### config.mk
export PLATFORM = sky130hd
export DESIGN_NAME = x_cal_sweep
export DESIGN_NICKNAME = d
export VERILOG_FILES = /design/src/rtl/x_cal_sweep.sv
export SDC_FILE = /design/constraint.sdc
export NUM_CORES = 1
export LEC_CHECK = 0
export ABC_CLOCK_PERIOD_IN_PS = 8100
export CAP_MARGIN = 20
export CORE_AREA = 4 4 313 315
export CTS_CLUSTER_SIZE = 14
export DETAILED_ROUTE_END_ITERATION = 10
export DIE_AREA = 0 0 317 319
export REMOVE_ABC_BUFFERS = 1
export SKIP_CTS_REPAIR_TIMING = 1
export SYNTH_ARGS = -nofsm -noshare
export SYNTH_HDL_FRONTEND = slang
export SYNTH_SLANG_ARGS = --single-unit
### constraint.sdc
create_clock -name i_clk -period 8.1 [get_ports i_clk]
set_input_delay 1.215 -clock i_clk [delete_from_list [all_inputs] [get_ports i_clk]]
set_output_delay 1.215 -clock i_clk [all_outputs]
set_load 0.05 [all_outputs]
### src/rtl/x_cal_sweep.sv
`default_nettype none
// ============================================================================
// Module      : x_cal_sweep
// Description : Delay-line calibration sweeper. Steps a one-hot variable-delay
//               select across a tap range (or holds one tap), waits a settle
//               time after every tap change, captures a delay-line snapshot on
//               the falling edge of an asynchronous trigger and hands the
//               vector plus its population count out over a valid/ready port.
// Revision    : 1.0  initial release
// ============================================================================
module x_cal_sweep #(
    parameter int p_width  = 256,
    parameter int p_ctrl_w = 8,
    parameter int p_settle = 16
) (
    input  logic                           i_clk,
    input  logic                           i_nrst,
    input  logic                           i_start,
    input  logic                           i_abort,
    input  logic                           i_mode,
    input  logic [p_ctrl_w-1:0]            i_first,
    input  logic [p_ctrl_w-1:0]            i_last,
    input  logic [p_ctrl_w-1:0]            i_step,
    input  logic                           i_trig,
    input  logic [p_width-1:0]             i_data,
    output logic [(2**p_ctrl_w)-1:0]       o_ctrl,
    output logic [p_ctrl_w-1:0]            o_tap,
    output logic                           o_valid,
    input  logic                           i_ready,
    output logic [p_width-1:0]             o_data,
    output logic [$clog2(p_width+1)-1:0]   o_ones,
    output logic                           o_busy,
    output logic                           o_done,
    output logic                           o_missed
);

    localparam int taps   = 2**p_ctrl_w;
    localparam int ones_w = $clog2(p_width+1);
    localparam int cnt_w  = (p_settle > 1) ? $clog2(p_settle) : 1;
    localparam logic [cnt_w-1:0] settle_last = cnt_w'(p_settle - 1);

    typedef enum logic [1:0] {
        IDLE   = 2'd0,
        SETTLE = 2'd1,
        ARM    = 2'd2,
        SEND   = 2'd3
    } state_t;

    state_t                state;
    state_t                next_state;

    logic                  trig_s1;
    logic                  trig_s2;
    logic                  trig_edge;

    logic [cnt_w-1:0]      settle_cnt;
    logic                  mode_q;
    logic [p_ctrl_w-1:0]   last_q;
    logic [p_ctrl_w-1:0]   step_q;
    logic [p_ctrl_w:0]     nxt_tap;
    logic                  sweep_end;

    logic                  do_start;
    logic                  do_capture;
    logic                  do_advance;
    logic                  do_done;
    logic                  set_missed;

    function automatic logic [ones_w-1:0] popcount(input logic [p_width-1:0] v);
        logic [ones_w-1:0] n;
        n = '0;
        for (int k = 0; k < p_width; k++) begin
            n = n + ones_w'(v[k]);
        end
        return n;
    endfunction

    // Falling edge of the trigger is seen as stage1 low while stage2 still high.
    assign trig_edge = ~trig_s1 & trig_s2;

    // The extra bit catches a wrap past the top tap as an end-of-sweep.
    assign nxt_tap   = {1'b0, o_tap} + {1'b0, step_q};
    assign sweep_end = (nxt_tap > {1'b0, last_q}) || nxt_tap[p_ctrl_w];

    assign o_ctrl  = {{(taps-1){1'b0}}, 1'b1} << o_tap;
    assign o_valid = (state == SEND);
    assign o_busy  = (state != IDLE);

    // Two-flop synchroniser for the asynchronous trigger, idling high.
    always_ff @(posedge i_clk or negedge i_nrst) begin
        if (!i_nrst) begin
            trig_s1 <= 1'b1;
            trig_s2 <= 1'b1;
        end else begin
            trig_s1 <= i_trig;
            trig_s2 <= trig_s1;
        end
    end

    // State register.
    always_ff @(posedge i_clk or negedge i_nrst) begin
        if (!i_nrst) begin
            state <= IDLE;
        end else begin
            state <= next_state;
        end
    end

    // Next-state and per-cycle actions; abort overrides every transition.
    always_comb begin
        next_state = state;
        do_start   = 1'b0;
        do_capture = 1'b0;
        do_advance = 1'b0;
        do_done    = 1'b0;
        set_missed = 1'b0;
        if (i_abort) begin
            next_state = IDLE;
        end else begin
            case (state)
                IDLE: begin
                    if (i_start) begin
                        next_state = SETTLE;
                        do_start   = 1'b1;
                    end
                end
                SETTLE: begin
                    if (settle_cnt == settle_last) begin
                        next_state = ARM;
                    end
                end
                ARM: begin
                    if (trig_edge) begin
                        next_state = SEND;
                        do_capture = 1'b1;
                    end
                end
                SEND: begin
                    if (trig_edge) begin
                        set_missed = 1'b1;
                    end
                    if (i_ready) begin
                        if (mode_q) begin
                            next_state = ARM;
                        end else if (sweep_end) begin
                            next_state = IDLE;
                            do_done    = 1'b1;
                        end else begin
                            next_state = SETTLE;
                            do_advance = 1'b1;
                        end
                    end
                end
                default: begin
                    next_state = IDLE;
                end
            endcase
        end
    end

    // Settle counter runs only while staying in SETTLE, so every entry starts at zero.
    always_ff @(posedge i_clk or negedge i_nrst) begin
        if (!i_nrst) begin
            settle_cnt <= '0;
        end else if (state == SETTLE && next_state == SETTLE) begin
            settle_cnt <= settle_cnt + 1'b1;
        end else begin
            settle_cnt <= '0;
        end
    end

    // Run configuration, tap index and status flags.
    always_ff @(posedge i_clk or negedge i_nrst) begin
        if (!i_nrst) begin
            mode_q   <= 1'b0;
            last_q   <= '0;
            step_q   <= '0;
            o_tap    <= '0;
            o_done   <= 1'b0;
            o_missed <= 1'b0;
        end else begin
            o_done <= do_done;
            if (do_start) begin
                mode_q   <= i_mode;
                last_q   <= i_last;
                step_q   <= (i_step == '0) ? p_ctrl_w'(1) : i_step;
                o_tap    <= i_first;
                o_missed <= 1'b0;
            end else begin
                if (do_advance) begin
                    o_tap <= nxt_tap[p_ctrl_w-1:0];
                end
                if (set_missed) begin
                    o_missed <= 1'b1;
                end
            end
        end
    end

    // Capture register: snapshot and its popcount land on the same edge.
    always_ff @(posedge i_clk or negedge i_nrst) begin
        if (!i_nrst) begin
            o_data <= '0;
            o_ones <= '0;
        end else if (do_capture) begin
            o_data <= i_data;
            o_ones <= popcount(i_data);
        end
    end

endmodule
`default_nettype wire

==> results.md <==
* finished with violations — status
* setup timing — failing checks
* 8.17 ns — final period demand of the worst path
* 0 — fin. max-slew vios
* 4.02 — number of vias per cell
* -1.17 ns — post-place setup slack
* 0.375 ns — hold slack final
* 0.270 — Worst slew margin
* 820 — top-level I/O count
* 94,900 µm² — core box area
* 0 — Remaining Overflow, GRT
* sky130_fd_sc_hd__inv_1 (374), sky130_fd_sc_hd__dfrtp_1 (298), sky130_fd_sc_hd__nor2_1 (265), sky130_fd_sc_hd__fa_1 (243), sky130_fd_sc_hd__nand2_1 (199) — commonest cells in the synthesized netlist
* 1,927 — post-synthesis cell count
* 2 — top fanout value on the critical path
* 19,700 µm² — Post-Synthesis Cell Area
* 317 µm — Chip Width
* 16,400 — total vias in the final route
* 88,000 µm — final routed wirelength across all metal layers
* 0.380 — part of the Yosys area used for sequential elements
* 0.57 ns — Worst-Skew Late Latency
* 300 — clock sink total
* 1.09 ns — pin slew with the least headroom to its limit
* flop — Worst Setup End Kind
* 1.00 — share of flip-flops with an asynchronous set or reset after synthesis
* 10.2 µm² — post-synthesis area per instance
* 3,365 — nets@finish
* 8.64 ns — Arr. time, crit path
* true — unrepaired setup endpoints after global routing
* 0 — number of max-cap violations
* 0 — yosys synthesis warning count
* 0 — Final ANT Viol Nets
* 0.169 — overall global routing resource usage
* 1.01 — Final Cycle Share
* 0.0359 ns — Max Clock Skew
* 124,000 µm — wire length of the first global-routing pass
* reg -> reg — class of the tightest hold or removal check
* 2 — H-tree Lvls
* 17,300 — number of global-route vias before repair
* 0 — number of failing hold endpoints at the final stage
* sky130_fd_sc_hd__clkbuf_16 — clk root buf
* 0.331 — post-route core utilization
* 180 — maximum number of pins on one net before global-route repair
* sky130_fd_sc_hd__dfrtp_1 (38%), sky130_fd_sc_hd__fa_1 (25%), sky130_fd_sc_hd__mux2_1 (8.2%) — leading cell types by total area after synthesis
* 3 — Longest Clk Path Bufs
* 7510 µm² — storage element area
* 122 MHz — timing-limited maximum frequency
* 9,654 — fillcell total
* 0 — count of unresolved DRC violations after routing
* 8.57 ns — worst path required time
* 29,800 µm² — placement-stage cell area
* sky130_fd_sc_hd__inv_1 — library cell with the highest instance count after synthesis
* 38 — cts bufs inserted
* 101,000 µm² — die outline area
* 31,400 µm² — cell area after layout
* sky130_fd_sc_hd__dfrtp_1 — area leader, netlist
* 0 — number of enable flip-flop cells after synthesis
* 300 — post-synthesis sequential element count
* 0.0974 — share of layout cells above drive strength 1
* sky130_fd_sc_hd__dfrtp_1 — Synth Flop Type
* 0.208 — starting density of the core
* 21.6 µm — routed length per placed instance
* -0.0699 ns — final worst slack
* 319 µm — floorplan die height
* 113 — number of placement rows
* 0.378 — fraction of synthesized cell area taken by the top area cell type
* 19 — number of antenna violations at the first check in global routing
* 0.06 ns — clock slew seen by the registers of the worst setup and hold paths
* 819 — port bufs
* 625 — violation count after the first detailed-route iteration
* 59.1% — synthesis-to-finish area growth
* 10,600 µm² — area taken by multi-input logic gates
* input port — Critical Path Source Type
* 51 — Unique masters post-synth
* 0.869 — Final Wtd Congestion
* 75,000 µm — HPWL after DPL
* 2 — Final setup violation count
* 5 — number of iterations in the first detailed-routing pass
* in -> reg — critical setup path kind
* yes — CTS tree
## placed cells by master, fill, tap and decap left out, types with 6 or more instances in the layout
cell type,n
sky130_fd_sc_hd__clkdlybuf4s50_1,702
sky130_fd_sc_hd__dfrtp_1,298
sky130_fd_sc_hd__inv_1,292
sky130_fd_sc_hd__nor2_1,265
sky130_fd_sc_hd__fa_1,217
sky130_fd_sc_hd__nand2_1,199
sky130_fd_sc_hd__o21ai_1,147
sky130_fd_sc_hd__mux2_1,144
sky130_fd_sc_hd__dlymetal6s2s_1,107
sky130_fd_sc_hd__inv_2,82
sky130_fd_sc_hd__buf_4,71
sky130_fd_sc_hd__ha_1,55
sky130_fd_sc_hd__clkbuf_16,38
sky130_fd_sc_hd__fa_2,26
sky130_fd_sc_hd__nor3_1,17
sky130_fd_sc_hd__clkbuf_8,13
sky130_fd_sc_hd__a21oi_1,11
sky130_fd_sc_hd__nor2b_1,10
sky130_fd_sc_hd__mux2i_1,8
sky130_fd_sc_hd__nand2b_1,7
sky130_fd_sc_hd__clkbuf_2,7
sky130_fd_sc_hd__xnor2_1,6
sky130_fd_sc_hd__xor2_1,6
## critical path, cell delays in order
cell                              delay [ns]
sky130_fd_sc_hd__clkdlybuf4s50_1        0.50
sky130_fd_sc_hd__fa_2                   0.48
sky130_fd_sc_hd__fa_1                   0.53
sky130_fd_sc_hd__fa_1                   0.43
sky130_fd_sc_hd__fa_1                   0.49
sky130_fd_sc_hd__inv_1                  0.06
sky130_fd_sc_hd__fa_1                   0.47
sky130_fd_sc_hd__fa_1                   0.52
sky130_fd_sc_hd__fa_2                   0.60
sky130_fd_sc_hd__fa_1                   0.46
sky130_fd_sc_hd__fa_1                   0.49
sky130_fd_sc_hd__fa_1                   0.55
sky130_fd_sc_hd__fa_2                   0.45
sky130_fd_sc_hd__inv_2                  0.08
sky130_fd_sc_hd__ha_4                   0.13
sky130_fd_sc_hd__inv_2                  0.04
sky130_fd_sc_hd__fa_2                   0.35
sky130_fd_sc_hd__inv_2                  0.06
sky130_fd_sc_hd__a21oi_2                0.05
sky130_fd_sc_hd__o21bai_1               0.19
sky130_fd_sc_hd__a31o_2                 0.21
sky130_fd_sc_hd__a21oi_2                0.05
sky130_fd_sc_hd__o31ai_1                0.22
## per-stage QoR
step	TNS, ns	std cells
after floorplan	-833.88	1846
after global placement	-6.91	3998
after detailed placement	-7.51	3998
after CTS	-2.21	4063
after global routing	-0.930	4070
final	-0.0909	4074
## registers in the layout (all words and copies together), names as in the netlist
register and cells:
state 2, o_ones 9, o_done 1, step_q 8, last_q 8, mode_q 1
o_missed 1, o_data 256, trig_s2 1, o_tap 8, settle_cnt 4, trig_s1 1
## logic make-up (layout without fill, tap and decap cells)
family                   Yosys count  in the layout  synth area share
AO/OA/AOI/OAI                    179            179            0.0481
XOR/XNOR                          14             14           0.00621
adder cells (fa/ha/maj)          299            299             0.282
buffers and inverters            455           1332            0.0876
flip-flops                       300            300             0.380
multiplexers                     155            155            0.0881
other                              0              5                 0
AND/OR/NAND/NOR                  525            525             0.108
## metal layers
metal / GRT usage / wire length (µm) / up-vias / part of all wire
li1: - / - / 7597 / -
met1: 0.177 / 31300 / 8031 / 0.36
met2: 0.323 / 47100 / 611 / 0.54
met3: 0.0503 / 6820 / 124 / 0.078
met4: 0.0489 / 2590 / 30 / 0.029
met5: 0 / 189 / - / 0.0021
## path summary, 6_finish.rpt
| check | startpoint | to | slack [ns] | cells past startpoint |
|---|---|---|---|---|
| max reg2reg | o_tap[0] | o_tap[7] | 4.09 | 12 |
| max in group asynchronous | i_nrst | o_done | 5.99 | 2 |
| min | trig_s1 | trig_s2 | 0.38 | 0 |
| min reg2reg | trig_s1 | trig_s2 | 0.38 | 0 |
| min in group asynchronous | i_nrst | o_data[151] | 0.61 | 1 |
| max | i_data[35] | o_ones[8] | -0.07 | 23 |
## final cells by class
class	instances	area share
sequential	300	0.239
multi-input combinational	1172	0.338
timing repair buffer	893	0.287
clock inverter	11	0.00374
tap	1265	0.0504
clock buffer	54	0.0363
inverter	374	0.0447
antenna	5	0.000398
Power is not shown: default switching activity piles up to over one toggle a cycle in this logic, so the estimate is an artifact.
==> edit 1, RTL diff (same settings) <==
The 4 states of `state_t` get a one-hot encoding in 4 bits.
--- a/src/rtl/x_cal_sweep.sv
+++ b/src/rtl/x_cal_sweep.sv
@@ -39,11 +39,11 @@
     localparam int cnt_w  = (p_settle > 1) ? $clog2(p_settle) : 1;
     localparam logic [cnt_w-1:0] settle_last = cnt_w'(p_settle - 1);
 
-    typedef enum logic [1:0] {
-        IDLE   = 2'd0,
-        SETTLE = 2'd1,
-        ARM    = 2'd2,
-        SEND   = 2'd3
+    typedef enum logic [3:0] {
+        IDLE   = 4'b0001,
+        SETTLE = 4'b0010,
+        ARM    = 4'b0100,
+        SEND   = 4'b1000
     } state_t;
 
     state_t                state;
Behaviour: same outputs for any inputs over 4 cycles, from zero or initial values and one cycle with i_nrst low; so few cycles prove little.
==> edit 1 against the original RTL <==
The run still ends with setup timing left. Routed wire length shrank 4.4%. Sequential cell count increased by 2. Area after synthesis grew 0.15%. Hold slack worse by 0.012 ns. Worst setup slack better by 0.035 ns. Cell count about the same. Global-route usage down 0.72 points. Cell area fell by 0.29%. Maximum frequency increased by 0.42%. Critical path type unchanged.
Power is left out: the tool's default activity adds up to more than one toggle a clock period on the data nets, which glitch-free logic cannot reach.
==> edit 1: results (changes against the original RTL) <==
- Status: finished with violations
- Failing checks: setup timing
- Nets: 3353 (-0.36%)
- Post-layout worst setup margin: -0.0354 ns (+0.0345 ns)
- Maximum number of pins on one net before global-route repair: 212 (+18%)
- Setup TNS: -0.0354 ns (+0.0555 ns)
- Placed Area: 29700 um^2 (-0.39%)
- Cells after Synth: 1935 (+0.42%)
- Synth Area in Compound Gates: 4.97% (+0.16 points)
- Clkbuf count: 49 (-9.3%)
- Comb_multi_in: 1171 (-0.085%)
- XOR/XNOR share of the synthesized area: 0.664% (+0.043 points)
- Vias in the first global route: 17132 (-1.1%)
- GPL Wtd Cong: 0.806 (-7.2%)
- Number of DRC markers in iteration 0: 602 (-3.7%)
- First-pass GRT wire length: 119000 um (-3.8%)
- CP startpoint: i_data[141]
- Buffering overhead: 28.2% (-0.51 points)
- Final setup violation count: 1 (-1)
- Clock network contribution to total cell area: 4.18% (+0.17 points)
- Signal inverters: 377 (+0.80%)
- Number of diodes: 11 (+6)
- Mapped cell area: 19800 um^2 (+0.15%)
- CP Data Arrival Time: 8.62 ns (-0.02 ns)
- Mux cell area share after synthesis: 8.48% (-0.32 points)
- Slowest cell on crit path: fa_1
- Top post-synthesis cells by area: dfrtp_1 (38%), fa_1 (25%), mux2_2 (7.8%)
- R2R Setup Slk: 3.80 ns (-0.29 ns)
- Initial antenna violation count: 29 (+10)
- Fill count: 9690 (+0.37%)
- Buffers excl. clock: 876 (-1.9%)
- Slew headroom: 30.3% (+3.2 points)
- DR vias: 16116 (-1.7%)
- Final wirelength: 84200 um (-4.4%)
==> edit 1: cell count changes after synthesis, sizes merged, moves of 3 or more <==
cell and delta:
nand2 +5, o21ai -5, and2 -4, buf -16, mux2i -5, a21oi -3
nand3 +10, clkbuf +20, nor3 -8, inv +3, or2 -3, mux2 -3
nor2 +9
==> edit 1: metal layers <==
metal | vias to the layer above | wire length (um) | track usage, %
li1 | 7556 | - | -
met1 | 7807 | 29500 | 16.7
met2 | 581 | 43800 | 29.7
met3 | 146 | 7440 | 5.77
met4 | 26 | 3210 | 6.16
met5 | - | 180 | 0
==> edit 1: cell families (layout without fill, tap and decap cells) <==
kind of cell    count (synthesis)  after routing
compound gates                178            178
xor+xnor                       15             15
fa+ha+maj                     299            299
buf+inv                       462           1323
flops                         302            302
mux                           147            147
other cells                     0             11
simple gates                  532            532
==> edit 2, RTL diff (config.mk and constraints unchanged) <==
Made on the original files. Set the parameter `p_ctrl_w` to 7 (it was 8).
--- a/src/rtl/x_cal_sweep.sv
+++ b/src/rtl/x_cal_sweep.sv
@@ -10,7 +10,7 @@
 // ============================================================================
 module x_cal_sweep #(
     parameter int p_width  = 256,
-    parameter int p_ctrl_w = 8,
+    parameter int p_ctrl_w = 7,
     parameter int p_settle = 16
 ) (
     input  logic                           i_clk,
Interface: changed (5 resized); port bits go from 820 to 688. No check against the original RTL was run, so the function may have changed too.
==> edit 2 against the original RTL <==
Core utilization decreased by 2.3 points. Register-to-register slack improved by 0.32 ns. Cell count down 1.6%. Sequential share of layout area rose by 1.5 points. Critical path depth increased by 6. Routed wire length is 15% lower. Worst setup slack gained 0.089 ns. First-iteration DRC count is 6.7% lower. Area after synthesis is 4.1% lower. Sequential cell count decreased by 3. Global-route usage is 2.4 points lower. Cell area fell by 6.9%. Largest cell class unchanged.
Power is not shown: default switching activity piles up to over one toggle a cycle in this logic, so the estimate is an artifact.
==> edit 2: results (changes against the original RTL) <==
- Post-Place Setup Slack: -1.31 ns (-0.137 ns)
- H-tree Lvls: 2 (unchanged)
- Reg2Reg Capture Point: o_tap[0]
- Worst Clk Skew: 0.0333 ns (-0.00258 ns)
- Slowest cell on crit path: fa_1
- Hpwl dp: 61500 um (-18%)
- Final non-filler cell total: 4010 (-1.6%)
- R2R Setup Slk: 4.41 ns (+0.32 ns)
- Synth cell types: 44 (-14%)
- Worst-margin pin slew: 0.945 ns (-0.150 ns)
- Syn_area_per_cell: 9.48 um^2 (-7.5%)
- Number of DRC markers in iteration 0: 583 (-6.7%)
- Met2 GRT Util: 25.5% (-6.8 points)
- Fill count: 9902 (+2.6%)
- Synth top cells by count: nand2_1 (550), inv_1 (379), dfrtp_1 (295), fa_1 (243), nor2_1 (149)
- Area of the multi-input gates: 9890 um^2 (-7.0%)
- Largest stage delay on the critical path: 0.58 ns (-0.02 ns)
- Top post-synthesis cells by area: dfrtp_1 (39%), fa_1 (26%), nand2_1 (11%)
- GR met1 Demand/Resource: 16.7% (-0.98 points)
- CP Data Arrival Time: 8.54 ns (-0.10 ns)
- Gr usage total: 14.5% (-2.4 points)
- Reg2reg path depth: 13 (+1)
- Crit-path max FO: 2 (unchanged)
- First-pass GRT wire length: 108000 um (-13%)
- Num CTS Buffers: 40 (+5.3%)
- Sequential fraction of the synthesis area: 39.2% (+1.2 points)
- GR Layer Usage met3: 4.55% (-0.47 points)
- Clk Latency, worst-skew pair: 0.60 ns (+0.03 ns)
- Vias per cell: 3.80 (-5.7%)
- WL/cell: 18.7 um (-14%)
- Maximum number of pins on one net before global-route repair: 176 (-2.2%)
- Vias in the first global route: 16202 (-6.5%)
- Status: completed
- Layout cells sized above 1: 10.9% (+1.2 points)
- Initial antenna violation count: 23 (+4)
- Input/output buffers: 687 (-16%)
- Placed Area: 27500 um^2 (-7.7%)
- Worst r2r src: o_tap[0]
- GPL Wtd Cong: 0.799 (-8.0%)
edit 2: final cells by class:
| type | instances | area share [%] |
|---|---|---|
| Antenna cell | 10 | 0.0855 |
| Clock inverter | 14 | 0.526 |
| Tap cell | 1265 | 5.41 |
| Sequential cell | 297 | 25.4 |
| Clock buffer | 58 | 3.90 |
| Inverter | 380 | 4.88 |
| Timing Repair Buffer | 740 | 26.0 |
| Multi-Input combinational cell | 1246 | 33.8 |
edit 2: worst max-delay path by stage:
stage | startpoint | endpoint | slack [ns] | depth (start not counted)
6_report | i_data[131] | o_ones[6] | 0.02 | 29
5_1_grt | i_data[213] | o_ones[7] | -0.21 | 25
4_1_cts | i_data[197] | o_ones[7] | -0.62 | 25
3_5_place_dp | i_data[197] | o_ones[7] | -1.31 | 25
3_3_place_gp | i_data[197] | o_ones[7] | -1.31 | 25
2_1_floorplan | i_data[149] | o_ones[7] | -0.54 | 26
edit 2: critical path: cells and delay by family:
family / cells / cell delay, ns
xor gates and xnor gates: 1 / 0.11
buffers and inverters: 11 / 0.55
AOI/OAI and AO/OA: 4 / 0.55
adders and majority gates: 13 / 6.10
edit 2: logic make-up after synthesis:
| kind of cell | Yosys count | share of synthesized area [%] |
|---|---|---|
| buffers and inverters | 455 | 9.26 |
| adder cells (fa/ha/maj) | 297 | 29.2 |
| AO/OA/AOI/OAI | 177 | 5.04 |
| multiplexers | 21 | 1.38 |
| flip-flops | 297 | 39.2 |
| AND/OR/NAND/NOR | 737 | 15.2 |
| XOR/XNOR | 14 | 0.647 |
edit 2: stage by stage:
step | hold WS, ns | setup TNS, ns
after floorplan | 0.354 | -1.98
after global placement | 0.362 | -8.62
after detailed placement | 0.360 | -8.74
after CTS | 0.371 | -3.17
after global routing | 0.375 | -0.889
final | 0.368 | 0
edit 2: layer usage:
metal	routed length, um	vias up
met1	29400	7232
met2	37000	544
met5	79	-
met3	6240	95
li1	-	7339
met4	2190	12
